[config.mk]
export PLATFORM = sky130hd
export DESIGN_NAME = rvfi_trace_buffer_flat
export DESIGN_NICKNAME = d
export VERILOG_FILES = /design/src/rtl/rvfi_trace_buffer_if.sv /design/src/rtl/rvfi_trace_buffer.sv /design/src/flat_wrapper.sv
export SDC_FILE = /design/constraint.sdc
export NUM_CORES = 2
export LEC_CHECK = 0
export ABC_AREA = 1
export CAP_MARGIN = 30
export CORE_UTILIZATION = 45
export DETAILED_ROUTE_END_ITERATION = 7
export HOLD_SLACK_MARGIN = 0.03
export PLACE_DENSITY_LB_ADDON = 0.05
export SYNTH_ARGS = -nofsm -noshare
export SYNTH_HDL_FRONTEND = slang
export SYNTH_SLANG_ARGS = --single-unit
[constraint.sdc]
create_clock -name clk -period 19.2 [get_ports clk]
set_input_delay 1.92 -clock clk [delete_from_list [all_inputs] [get_ports clk]]
set_output_delay 1.92 -clock clk [all_outputs]
set_load 0.1 [all_outputs]
[src/rtl/rvfi_trace_buffer_if.sv]
// Trace stream between rvfi_trace_buffer and a trace sink (logger or debug link).
// The master presents the head retirement record; the slave accepts it with ready.
interface rvfi_trace_buffer_if;
    logic        valid;
    logic        ready;
    logic [31:0] order;
    logic [31:0] pc;
    logic [31:0] insn;
    logic [4:0]  rd_addr;
    logic [31:0] rd_wdata;
    logic [31:0] mem_addr;
    logic [3:0]  mem_wmask;
    logic [31:0] mem_wdata;

    modport master (
        output valid, order, pc, insn, rd_addr, rd_wdata, mem_addr, mem_wmask, mem_wdata,
        input  ready
    );

    modport slave (
        input  valid, order, pc, insn, rd_addr, rd_wdata, mem_addr, mem_wmask, mem_wdata,
        output ready
    );
endinterface

[src/rtl/rvfi_trace_buffer.sv]
// RVFI retirement trace buffer: stamps each retired instruction with an order number,
// queues it in a FIFO and drains it over a valid/ready stream. Requests a core stall when
// nearly full and flags sticky overflow when a record is dropped.
// Optional PC continuity checker enabled by defining TRACE_PC_CHECK_EN.
module rvfi_trace_buffer #(
    parameter int unsigned DEPTH       = 16,
    parameter int unsigned AFULL_LEVEL = 12
) (
    input  logic                     clk,
    input  logic                     rst,
    input  logic                     rvfi_i_valid,
    input  logic [31:0]              rvfi_i_insn,
    input  logic [31:0]              rvfi_i_pc_rdata,
    input  logic [31:0]              rvfi_i_pc_wdata,
    input  logic [4:0]               rvfi_i_rd_addr,
    input  logic [31:0]              rvfi_i_rd_wdata,
    input  logic [31:0]              rvfi_i_mem_addr,
    input  logic [3:0]               rvfi_i_mem_wmask,
    input  logic [31:0]              rvfi_i_mem_wdata,
    rvfi_trace_buffer_if.master      trace,
    output logic [$clog2(DEPTH):0]   count_o,
    output logic                     core_stall_req_o,
    output logic                     overflow_o,
    output logic                     pc_err_o
);

    localparam int unsigned AW = $clog2(DEPTH);
    localparam int unsigned CW = AW + 1;
    localparam logic [CW-1:0] FULL_CNT  = CW'(DEPTH);
    localparam logic [CW-1:0] AFULL_CNT = CW'(AFULL_LEVEL);

    typedef struct packed {
        logic [31:0] order;
        logic [31:0] pc;
        logic [31:0] insn;
        logic [4:0]  rd_addr;
        logic [31:0] rd_wdata;
        logic [31:0] mem_addr;
        logic [3:0]  mem_wmask;
        logic [31:0] mem_wdata;
    } rec_t;

    rec_t          r_mem [DEPTH];
    logic [AW-1:0] r_wr_ptr;
    logic [AW-1:0] r_rd_ptr;
    logic [CW-1:0] r_count;
    logic [31:0]   r_order;
    logic          r_overflow;

    logic w_valid;
    logic w_full;
    logic w_pop;
    logic w_push;
    logic w_drop;
    rec_t w_rec;
    rec_t w_head;

    // Handshake decode and the record to be enqueued this cycle.
    always_comb begin
        w_valid = (r_count != '0);
        w_full  = (r_count == FULL_CNT);
        w_pop   = w_valid && trace.ready;
        // A pop in the same cycle frees a slot, so a full FIFO can still accept.
        w_push  = rvfi_i_valid && (!w_full || w_pop);
        w_drop  = rvfi_i_valid && w_full && !w_pop;

        w_rec           = '0;
        w_rec.order     = r_order;
        w_rec.pc        = rvfi_i_pc_rdata;
        w_rec.insn      = rvfi_i_insn;
        w_rec.rd_addr   = rvfi_i_rd_addr;
        // x0 writes are architecturally discarded; do not leak the core's bus value.
        w_rec.rd_wdata  = (rvfi_i_rd_addr == 5'd0) ? 32'h0 : rvfi_i_rd_wdata;
        w_rec.mem_addr  = rvfi_i_mem_addr;
        w_rec.mem_wmask = rvfi_i_mem_wmask;
        w_rec.mem_wdata = rvfi_i_mem_wdata;
    end

    // Record storage; contents are don't-care while unoccupied, so no reset.
    always_ff @(posedge clk) begin
        if (w_push) begin
            r_mem[r_wr_ptr] <= w_rec;
        end
    end

    // Pointers, occupancy, order counter and sticky overflow.
    always_ff @(posedge clk) begin
        if (rst) begin
            r_wr_ptr   <= '0;
            r_rd_ptr   <= '0;
            r_count    <= '0;
            r_order    <= '0;
            r_overflow <= 1'b0;
        end else begin
            // Counts dropped records too, so drops show up as gaps in the order stream.
            if (rvfi_i_valid) begin
                r_order <= r_order + 32'd1;
            end
            if (w_push) begin
                r_wr_ptr <= r_wr_ptr + AW'(1);
            end
            if (w_pop) begin
                r_rd_ptr <= r_rd_ptr + AW'(1);
            end
            r_count <= r_count + CW'(w_push) - CW'(w_pop);
            if (w_drop) begin
                r_overflow <= 1'b1;
            end
        end
    end

    // Head record from storage, forced to zero while empty so reset shows all-zero outputs.
    always_comb begin
        w_head          = w_valid ? r_mem[r_rd_ptr] : '0;
        trace.valid     = w_valid;
        trace.order     = w_head.order;
        trace.pc        = w_head.pc;
        trace.insn      = w_head.insn;
        trace.rd_addr   = w_head.rd_addr;
        trace.rd_wdata  = w_head.rd_wdata;
        trace.mem_addr  = w_head.mem_addr;
        trace.mem_wmask = w_head.mem_wmask;
        trace.mem_wdata = w_head.mem_wdata;
    end

    // Status outputs depend on registered state only.
    always_comb begin
        count_o          = r_count;
        core_stall_req_o = (r_count >= AFULL_CNT);
        overflow_o       = r_overflow;
    end

`ifdef TRACE_PC_CHECK_EN
    logic [31:0] r_prev_pc_wdata;
    logic        r_first_seen;
    logic        r_pc_err;

    // Each retirement must start where the previous one said the PC would go next.
    always_ff @(posedge clk) begin
        if (rst) begin
            r_prev_pc_wdata <= '0;
            r_first_seen    <= 1'b0;
            r_pc_err        <= 1'b0;
        end else if (rvfi_i_valid) begin
            if (r_first_seen && (rvfi_i_pc_rdata != r_prev_pc_wdata)) begin
                r_pc_err <= 1'b1;
            end
            r_prev_pc_wdata <= rvfi_i_pc_wdata;
            r_first_seen    <= 1'b1;
        end
    end

    assign pc_err_o = r_pc_err;
`else
    logic w_unused_pc_wdata;

    assign w_unused_pc_wdata = ^rvfi_i_pc_wdata;
    assign pc_err_o          = 1'b0;
`endif

endmodule
[src/flat_wrapper.sv]
// flat-port wrapper written by rule: the top's interface ports become plain ports
module rvfi_trace_buffer_flat 
#(
    parameter int unsigned DEPTH       = 16,
    parameter int unsigned AFULL_LEVEL = 12
)
  (clk, rst, rvfi_i_valid, rvfi_i_insn, rvfi_i_pc_rdata, rvfi_i_pc_wdata, rvfi_i_rd_addr, rvfi_i_rd_wdata, rvfi_i_mem_addr, rvfi_i_mem_wmask, rvfi_i_mem_wdata, count_o, core_stall_req_o, overflow_o, pc_err_o, trace_valid, trace_order, trace_pc, trace_insn, trace_rd_addr, trace_rd_wdata, trace_mem_addr, trace_mem_wmask, trace_mem_wdata, trace_ready);
  rvfi_trace_buffer_if trace_i ();
  input  logic clk;
  input  logic rst;
  input  logic rvfi_i_valid;
  input  logic [31:0] rvfi_i_insn;
  input  logic [31:0] rvfi_i_pc_rdata;
  input  logic [31:0] rvfi_i_pc_wdata;
  input  logic [4:0] rvfi_i_rd_addr;
  input  logic [31:0] rvfi_i_rd_wdata;
  input  logic [31:0] rvfi_i_mem_addr;
  input  logic [3:0] rvfi_i_mem_wmask;
  input  logic [31:0] rvfi_i_mem_wdata;
  output logic [$clog2(DEPTH):0] count_o;
  output logic core_stall_req_o;
  output logic overflow_o;
  output logic pc_err_o;
  output wire logic [$bits(trace_i.valid)-1:0] trace_valid;
  output wire logic [$bits(trace_i.order)-1:0] trace_order;
  output wire logic [$bits(trace_i.pc)-1:0] trace_pc;
  output wire logic [$bits(trace_i.insn)-1:0] trace_insn;
  output wire logic [$bits(trace_i.rd_addr)-1:0] trace_rd_addr;
  output wire logic [$bits(trace_i.rd_wdata)-1:0] trace_rd_wdata;
  output wire logic [$bits(trace_i.mem_addr)-1:0] trace_mem_addr;
  output wire logic [$bits(trace_i.mem_wmask)-1:0] trace_mem_wmask;
  output wire logic [$bits(trace_i.mem_wdata)-1:0] trace_mem_wdata;
  input wire logic [$bits(trace_i.ready)-1:0] trace_ready;
  assign trace_valid = trace_i.valid;
  assign trace_order = trace_i.order;
  assign trace_pc = trace_i.pc;
  assign trace_insn = trace_i.insn;
  assign trace_rd_addr = trace_i.rd_addr;
  assign trace_rd_wdata = trace_i.rd_wdata;
  assign trace_mem_addr = trace_i.mem_addr;
  assign trace_mem_wmask = trace_i.mem_wmask;
  assign trace_mem_wdata = trace_i.mem_wdata;
  assign trace_i.ready = trace_ready;
  rvfi_trace_buffer #(.DEPTH(DEPTH), .AFULL_LEVEL(AFULL_LEVEL)) u_core (.clk(clk), .rst(rst), .rvfi_i_valid(rvfi_i_valid), .rvfi_i_insn(rvfi_i_insn), .rvfi_i_pc_rdata(rvfi_i_pc_rdata), .rvfi_i_pc_wdata(rvfi_i_pc_wdata), .rvfi_i_rd_addr(rvfi_i_rd_addr), .rvfi_i_rd_wdata(rvfi_i_rd_wdata), .rvfi_i_mem_addr(rvfi_i_mem_addr), .rvfi_i_mem_wmask(rvfi_i_mem_wmask), .rvfi_i_mem_wdata(rvfi_i_mem_wdata), .trace(trace_i), .count_o(count_o), .core_stall_req_o(core_stall_req_o), .overflow_o(overflow_o), .pc_err_o(pc_err_o));
endmodule
==> results by group <==
Outcome
  – Status: complete, no violations

STA
  – Fin crit period: 9.568 ns
  – Final Hold Vio Count: 0
  – Relative slew margins: 0.2897
  – Max Slew Vio Count: 0
  – RSZ-0062 raised after global routing: false
  – Setup_tns: 0 ns
  – Clock skew: 0.02823 ns
  – # setup viols final: 0
  – Slew @ Worst Pin: 1.065 ns
  – Max Freq: 104.5 MHz
  – Fin crit share: 0.4983

Floorplan
  – Initial Utilization: 0.4535
  – Core box area: 285900 sq um
  – Row count: 196
  – DIE HEIGHT: 538.8 microns
  – IO Pins: 415
  – Die area: 290300 sq um
  – Die outline width: 538.8 microns

Worst setup path
  – Critical Path Max Stage Delay: 1.23 ns
  – CP delay by family, top: buffers and inverters
  – R2R Setup Slk: 13.99 ns
  – Worst path required time: 17.28 ns
  – Critical Path Start Type: flip-flop
  – CP endpoint kind: primary output
  – CP arrival: 7.65 ns
  – Worst r2r src: u_core.count_o[2]$_SDFF_PP0_
  – Worst Path Buf+Inv: 6
  – WS Path Type: reg -> out
  – Worst reg2reg path depth: 12
  – CP max FO: 236
  – Slowest CP cell: clkdlybuf4s50_1
  – Critical R2R Capture: u_core.r_mem[12][50]$_DFFE_PP_
  – Critical path cell sequence: inv_16 > buf_4 > buf_12 > buf_12 > buf_4 > o21ai_0 > o211ai_1 > nand3_1 > a21oi_1 > clkdlybuf4s50_1

Routing
  – Pre-antenna DRT Iters: 6
  – WL final: 365.8 mm
  – WL per Instance: 24.94 microns
  – Initial drt markers: 6897
  – DRC violations left: 0
  – Via count: 82159
  – Final ANT Viol Nets: 0
  – Vias per cell: 5.603

Place
  – I/O Buffers: 381
  – Post-DP HPWL: 168.5 mm
  – Final Wtd Congestion: 0.7481

Clock network
  – CTS clk-pin slew, worst paths: 0.06 ns
  – Clock buffer count from CTS: 348
  – CTS sink count: 3266
  – Post-CTS Hold Fix Bufs: 0
  – Post-CTS setup buffer count: 0
  – Root buffer cell: clkbuf_16
  – H-tree levels: 5
  – Post-cts resize count: 0
  – Clk buf depth: 4
  – TritonCTS clock tree: done
  – Later-pin clock latency in the skew report: 0.90 ns

Finish
  – Area of the multi-input gates: 28750 sq um
  – Layout net count: 10834
  – Share of cells above drive strength 1: 0.06398
  – Commonest cells after routing, fill and taps aside: 3216 x edfxtp_1, 2653 x nor2_1, 1481 x o21ai_0, 892 x nand3_1, 676 x nand2_1
  – Filler cell count: 24258
  – Commonest non-fill, non-tap cell in the layout: edfxtp_1
  – Layout area overhead: 14.66%
  – Register Area: 97590 sq um

Logic synthesis
  – Most used DFF post-synth: edfxtp_1
  – Yosys warns: 0
  – Avg Cell Area, Syn: 12.48 sq um
  – Seq/Total Area, Yosys: 0.7525
  – Top cells by area, synth: edfxtp_1 74%, nor2_1 7.7%, o21ai_0 5.7%
  – Syn Inst Count: 10394
  – Syn_nets: 10613
  – Yosys top cell by area: edfxtp_1
  – Post-synth EDFFs: 3216
  – Ys async rst share: 0
  – Number of library cell types mapped by synthesis: 33
  – #FFs+latches synth: 3266
  – Netlist Area Pre-Place: 129700 sq um
  – Top-area cell type share of the netlist area: 0.7448

Global route
  – Grt total ovfl: 0
  – Vias in the first global route: 80253
  – Total GRT Usage: 0.2476
  – Largest net degree at the start of global routing: 237
  – Initial antenna violation count: 31
  – First-pass GRT wire length: 537.8 mm

Run
  – Max Cap Viol: 0

Hold path
  – HP Class: reg -> reg
  – Sink of the worst hold path: u_core.overflow_o$_SDFFE_PP0P_
  – Hold_sp: u_core.overflow_o$_SDFFE_PP0P_
  – Hold path depth: 1

Power
  – Total power: 20.77 mW
  – Static leakage: 49.01 nW
  – Max VDD drop: 0.1836 mV
  – PwrDens: 139.7 nW/um^2
==> flip-flops by register name, indices dropped and copies added (netlist names), named ones only <==
register           count
u_core.overflow_o      1
u_core.count_o         5
u_core.r_wr_ptr        4
u_core.r_rd_ptr        4
u_core.r_mem        3216
u_core.r_order        32
==> Yosys cell counts (3+ instances only) <==
library cell and count:
o211ai_1 336, nor3b_1 3, a31oi_1 3, ha_1 13, buf_1 64, edfxtp_1 3216, buf_4 31, nand3_1 892
nor2_1 2669, o21a_1 5, nand4_1 7, a21oi_1 233, nor3_1 6, nand2_1 676, xnor2_1 3, buf_6 22
o211ai_2 6, clkbuf_1 400, inv_1 81, o21ai_1 3, o21ai_0 1481, dfxtp_1 50, buf_2 180
==> per-stage QoR <==
stage / hold slack, ns / std cells / util / setup slack, ns / instance area [sq um]
2_1_floorplan: 0.4566 / 10394 / - / 7.610 / 129700
3_3_place_gp: 0.4589 / 13981 / 0.4776 / 10.63 / 136600
3_5_place_dp: 0.4680 / 14021 / 0.4813 / 10.58 / 137600
4_1_cts: 0.4751 / 14650 / 0.5193 / 9.549 / 148500
5_1_grt: 0.4909 / 14658 / 0.5199 / 9.217 / 148700
6_report: 0.4739 / 14664 / 0.5199 / 9.632 / 148700
==> report_power, final <==
part	switching (mW)	internal [mW]	total (mW)
sequential	0.0565	7.97	8.03
combinational	4.77	1.51	6.28
clock	2.76	3.70	6.46
total	7.58	13.2	20.8
==> worst max path at each step <==
stage	startpoint	to	slack (ns)	cells after the start
3_5_place_dp	flip-flop	trace_mem_addr[18]	10.58	10
2_1_floorplan	rvfi_i_valid	u_core.r_mem[11][0]$_DFFE_PP_	7.61	5
6_report	flip-flop	trace_mem_addr[18]	9.63	10
4_1_cts	flip-flop	trace_mem_addr[18]	9.55	10
3_3_place_gp	flip-flop	trace_mem_addr[18]	10.63	10
5_1_grt	flip-flop	trace_mem_addr[18]	9.22	10
==> final cells by class <==
type                       instances  share of cell area
multi-input combinational       6345              0.1934
antenna                            8           0.0001347
sequential                      3266              0.6564
tap                             3762             0.03166
clock buffer                     444             0.06183
clock inverter                   185             0.01124
timing repair buffer             570             0.04295
inverter                          84            0.002432
==> logic make-up (layout without fill, tap and decap cells) <==
logic type,Yosys count,count (layout),share of synthesized area
other,1,9,0.00002892
and+or+nand+nor,4257,4257,0.1322
DFF,3266,3266,0.7525
AOI/OAI and AO/OA,2069,2069,0.08685
adders and majority gates,14,14,0.001409
xor gates and xnor gates,4,4,0.0002702
buffers and inverters,783,1283,0.02677
==> routing by layer <==
layer	up-vias	track usage	wire (microns)
met4	38	0.06149	8420
met5	-	0	251
li1	37907	-	-
met2	2286	0.4154	176900
met1	41413	0.3420	160500
met3	515	0.03164	19730
==> worst reg2reg max path, cell delays in order, from the launching register on <==
cell     delay [ns]
dfxtp_1        0.41
inv_1          0.09
ha_1           0.19
nor3b_1        0.15
nand2_1        0.12
nand2_1        0.17
inv_1          0.27
nand2_1        0.30
nor2_4         0.67
buf_4          0.74
buf_4          0.62
buf_12         0.31
buf_4          0.74
Note: power is estimated with default switching activity, not from simulation.
